### src/rtl/rf_access_arbiter.sv
`default_nettype none
// rf_access_arbiter -- two-requester round-robin arbiter in front of a single-port register file,
// which it clears after every reset before serving requests.  Rev 1.0
module rf_access_arbiter #(
  parameter int DATA_WIDTH = 16,
  parameter int ADDR_WIDTH = 6
) (
  input  logic                  Clock,
  input  logic                  Reset,
  input  logic                  Req0,
  input  logic                  Req1,
  input  logic                  Wr0,
  input  logic                  Wr1,
  input  logic [ADDR_WIDTH-1:0] Addr0,
  input  logic [ADDR_WIDTH-1:0] Addr1,
  input  logic [DATA_WIDTH-1:0] WData0,
  input  logic [DATA_WIDTH-1:0] WData1,
  output logic                  Ack0,
  output logic                  Ack1,
  output logic [DATA_WIDTH-1:0] RData0,
  output logic [DATA_WIDTH-1:0] RData1,
  output logic                  Ready,
  output logic [ADDR_WIDTH-1:0] RfAddressA,
  output logic [DATA_WIDTH-1:0] RfWriteData,
  output logic                  RfWriteEnable,
  input  logic [DATA_WIDTH-1:0] RfReadDataA
);

  localparam logic [1:0] ST_INIT   = 2'd0;
  localparam logic [1:0] ST_IDLE   = 2'd1;
  localparam logic [1:0] ST_ACCESS = 2'd2;
  localparam logic [1:0] ST_DONE   = 2'd3;

  localparam logic [ADDR_WIDTH-1:0] LAST_ADDR = {ADDR_WIDTH{1'b1}};
  localparam logic [ADDR_WIDTH-1:0] ADDR_ONE  = {{(ADDR_WIDTH-1){1'b0}}, 1'b1};

  logic [1:0]            state;
  logic [ADDR_WIDTH-1:0] clear_addr;
  logic                  grant_id;
  logic                  grant_wr;
  logic [ADDR_WIDTH-1:0] grant_addr;
  logic [DATA_WIDTH-1:0] grant_data;
  logic                  favour_one;
  logic [DATA_WIDTH-1:0] rdata0_q;
  logic [DATA_WIDTH-1:0] rdata1_q;
  logic                  pick_one;

  // On a tie the pointer decides; otherwise the lone requester wins.
  always_comb begin
    pick_one = 1'b0;
    if (Req0 && Req1) begin
      pick_one = favour_one;
    end else begin
      pick_one = Req1;
    end
  end

  always_ff @(posedge Clock) begin
    if (Reset) begin
      state      <= ST_INIT;
      clear_addr <= '0;
      favour_one <= 1'b0;
      grant_id   <= 1'b0;
      grant_wr   <= 1'b0;
      grant_addr <= '0;
      grant_data <= '0;
      rdata0_q   <= '0;
      rdata1_q   <= '0;
    end else begin
      case (state)
        ST_INIT: begin
          clear_addr <= clear_addr + ADDR_ONE;
          if (clear_addr == LAST_ADDR) begin
            state <= ST_IDLE;
          end
        end
        ST_IDLE: begin
          if (Req0 || Req1) begin
            grant_id   <= pick_one;
            grant_wr   <= pick_one ? Wr1 : Wr0;
            grant_addr <= pick_one ? Addr1 : Addr0;
            grant_data <= pick_one ? WData1 : WData0;
            favour_one <= ~pick_one;
            state      <= ST_ACCESS;
          end
        end
        ST_ACCESS: begin
          if (!grant_wr) begin
            if (grant_id) begin
              rdata1_q <= RfReadDataA;
            end else begin
              rdata0_q <= RfReadDataA;
            end
          end
          state <= ST_DONE;
        end
        ST_DONE: begin
          state <= ST_IDLE;
        end
        default: begin
          state <= ST_INIT;
        end
      endcase
    end
  end

  always_comb begin
    RfAddressA    = '0;
    RfWriteData   = '0;
    RfWriteEnable = 1'b0;
    case (state)
      ST_INIT: begin
        RfAddressA    = clear_addr;
        RfWriteEnable = 1'b1;
      end
      ST_ACCESS: begin
        RfAddressA    = grant_addr;
        RfWriteData   = grant_data;
        RfWriteEnable = grant_wr;
      end
      default: begin
        RfAddressA    = '0;
      end
    endcase
  end

  assign Ready  = (state != ST_INIT);
  assign Ack0   = (state == ST_DONE) && !grant_id;
  assign Ack1   = (state == ST_DONE) &&  grant_id;
  assign RData0 = rdata0_q;
  assign RData1 = rdata1_q;

endmodule
`default_nettype wire

### config.mk
export PLATFORM = sky130hd
export DESIGN_NAME = rf_access_arbiter
export DESIGN_NICKNAME = d
export VERILOG_FILES = /design/src/rtl/rf_access_arbiter.sv
export SDC_FILE = /design/constraint.sdc
export NUM_CORES = 1
export LEC_CHECK = 0
export BUFFER_PORTS_ARGS = -buffer_cell sky130_fd_sc_hd__buf_2
export CAP_MARGIN = 20
export CORE_ASPECT_RATIO = 1.1
export CORE_MARGIN = 5
export CORE_UTILIZATION = 47
export CTS_CLUSTER_DIAMETER = 120
export DETAILED_ROUTE_END_ITERATION = 10
export GPL_TIMING_DRIVEN = 1
export PLACE_DENSITY = 0.75
export SKIP_LAST_GASP = 1
export SLEW_MARGIN = 10
export SYNTH_ARGS = -nofsm -noshare
export SYNTH_HDL_FRONTEND = slang
export SYNTH_SLANG_ARGS = --single-unit
export TNS_END_PERCENT = 1
### constraint.sdc
create_clock -name Clock -period 1.8 [get_ports Clock]
set_input_delay 0.18 -clock Clock [delete_from_list [all_inputs] [get_ports Clock]]
set_output_delay 0.18 -clock Clock [all_outputs]
set_load 0.02 [all_outputs]
==> results.txt <==
Synthesis Warnings - 0
CP max FO - 13
CP max stage cell - dfxtp_2
CP arrival - 1.64 ns
Final-report setup violation count - 1
Clk buf depth - 2
Post-synthesis async set-or-reset flop share - 0%
Port bufs - 123
F_max - 0.5482 GHz
Outcome - finished with violations
Seq pwr share - 51.2%
Tightest Pin Transition - 0.7808 ns
Synth Net Count - 423
Die Height - 92.41 um
Setup Fix Bufs, Post-CTS - 0
PD cells - 746.2 nW/um^2
Cells along the critical path - inv_2, ha_2, buf_4, a22oi_1, nor2_1, buf_2
Switching power - 0.6421 mW
Top_reg_cell synth - dfxtp_1
Clk network pwr share - 43.0%
Drt drc - 0
Clock Sinks - 65
Delay-heaviest family, CP - buffers and inverters
Initial antenna violation count - 0
Setup Crit Path Kind - reg2out
Top Ports - 124
Layout Cells excl Fill - 552
Pre-Repair DR Iteration Count - 4
Total grt overflow - 0
Worst min path class - in2reg
Ant diodes - 0
Fin crit share - 101.3%
Post-DP HPWL - 5.645 mm
Clk slew on worst S/H paths - 0.07 ns
CTS tree - done
RSZ-0062 raised after global routing - true
Failing checks - setup timing
Final Hold Fails - 0
Part of the power in combinational logic - 5.7%
Int Power - 2.189 mW
Layout cells sized above 1 - 35.59%
Syn Std Cell Area - 2902 sq um
Synth Instances - 350
Clk_lat worst skew - 0.34 ns
Vias per cell - 5.322
GPL Wtd Cong - 0.7820
Global Route Usage Sum - 19.69%
Post-synth top area share - 44.85%
Rows - 30
Width of the die - 84.92 um
WP data required - 1.62 ns
Max Cap Viol - 0
Core area - 6081 sq um
Largest area contributor in the netlist - dfxtp_1
Total power draw - 2.831 mW
Post-cts hold buffer count - 0
Dpl cells - 537
Min Tclk post-route - 1.824 ns
WP buf/inv - 3
First-pass GRT wire length - 12.65 mm
EDFF count, synth - 0
Critical Path End Type - output pin
DRT Wirelength - 7.919 mm
Count leader, synth - nand2_1
Max IR drop VDD - 0.4371 mV
Top post-synthesis cells by area - dfxtp_1 45%, a21oi_1 11%, nand2_1 8.9%
Number of DRC markers after the initial detailed-route iteration - 126
Worst Setup Slack, final - -0.02409 ns
Leakage - 1.619 nW
Unique masters post-synth - 32
Layout Nets - 540
Slew headroom - 47.82%
Sequential area share after synthesis - 44.85%
Net Sw Frac - 22.68%
Synthesized flop and latch total - 65
Layout area overhead - 30.75%
Final slew viol count - 0
Vias post-DR - 2938
Synth Area per Inst - 8.290 sq um
Inserted Clock Buffers - 9
Startpoint Class - register
Detail-routed net length per standard cell - 14.35 um
Die area - 7847 sq um
ANT nets after route - 0
H-tree levels - 3
Clk_skew - 0.007585 ns
Vias in the first global route - 2689
Starting Density - 47.72%
CP max stage delay - 0.34 ns
Largest net degree at the start of global routing - 39
Clock Tree Root - clkbuf_8
Synth top cells by count - 69 x nand2_1, 66 x a21oi_1, 65 x dfxtp_1, 24 x nand3_1, 23 x a32oi_1
[routing by layer]
layer | vias up | share of wire [%] | track usage, %
li1 | 1447 | - | -
met4 | 0 | 1.9 | 8.047
met2 | 136 | 47 | 31.01
met1 | 1339 | 41 | 24.93
met5 | - | 0 | 0
met3 | 16 | 9.3 | 6.139
[placed cells by master, fill, tap and decap left out, drive strengths merged, types with 2 or more instances in the layout]
cell type / instances
a32oi: 23
nand2b: 3
a22oi: 2
inv: 3
clkinv: 4
mux2i: 3
and2: 20
xor2: 3
a21oi: 66
nand2: 71
dfxtp: 65
buf: 135
o21ai: 2
ha: 7
nand3: 24
clkbuf: 10
nor2: 17
nand4: 2
[worst min-delay path, cell delays in order]
cell     delay [ns]
buf_2          0.10
nand3_1        0.05
a21oi_1        0.05
[cell type report]
class / instances / area, sq um
timing repair buffer: 135 / 730.7
clock inverter: 6 / 57.56
inverter: 3 / 11.26
sequential: 65 / 1303
multi-input combinational: 253 / 1454
clock buffer: 10 / 137.6
tap: 80 / 100.1
fill: 578 / 2287
[final timing paths]
| kind | startpoint | end | slack [ns] | cells past startpoint |
|---|---|---|---|---|
| setup / recovery | state[0] | RfAddressA[5] | -0.02 | 6 |
| hold / removal | WData1[14] | grant_data[14] | 0.09 | 3 |
| setup reg to reg | state[1] | RData0[2] | 0.13 | 5 |
| hold reg to reg | RData1[13] | RData1[13] | 0.45 | 2 |
[logic make-up (layout without fill, tap and decap cells)]
kind of cell,count (synthesis),in the layout,share of synthesized area (%)
simple gates,143,143,23.20
compound gates,95,95,19.96
flops,65,65,44.85
buf+inv,32,154,6.339
fa+ha+maj,7,7,3.018
xor+xnor,4,4,1.208
mux,4,4,1.423
[registers in the layout, indices dropped and copies added, names as in the netlist]
name,cells
RData0,16
RData1,16
clear_addr,6
favour_one,1
grant_addr,6
grant_data,16
grant_id,1
grant_wr,1
state,2
[power by group through the flow]
| stage | Clock (mW) | Combinational [mW] | Sequential, mW |
|---|---|---|---|
| 2_1_floorplan | 0 | 0.0555 | 1.48 |
| 3_3_place_gp | 0 | 0.156 | 1.48 |
| 3_5_place_dp | 0 | 0.157 | 1.48 |
| 4_1_cts | 1.23 | 0.161 | 1.45 |
| 5_1_grt | 1.29 | 0.177 | 1.45 |
| 6_report | 1.22 | 0.162 | 1.45 |
[through the flow]
stage | setup TNS (ns) | setup WS (ns) | utilization [%] | cell area, sq um | hold slack [ns]
2_1_floorplan | 0 | 0.2500 | - | 2902 | 0.3160
3_3_place_gp | 0 | 0.09630 | 58.46 | 3555 | 0.4337
3_5_place_dp | 0 | 0.03481 | 58.46 | 3555 | 0.4377
4_1_cts | -0.01754 | -0.01754 | 62.37 | 3792 | 0.07755
5_1_grt | -0.3155 | -0.1393 | 62.39 | 3794 | 0.08073
6_report | -0.02409 | -0.02409 | 62.39 | 3794 | 0.08641
[timing repair]
item / in CTS / in global routing
setup endpoints to repair: 9 / 37
pin swaps: 0 / 0
gates resized for setup: 16 / 1
endpoints found under the hold margin: 0 / 0
Power figures use the tool's default switching activity.
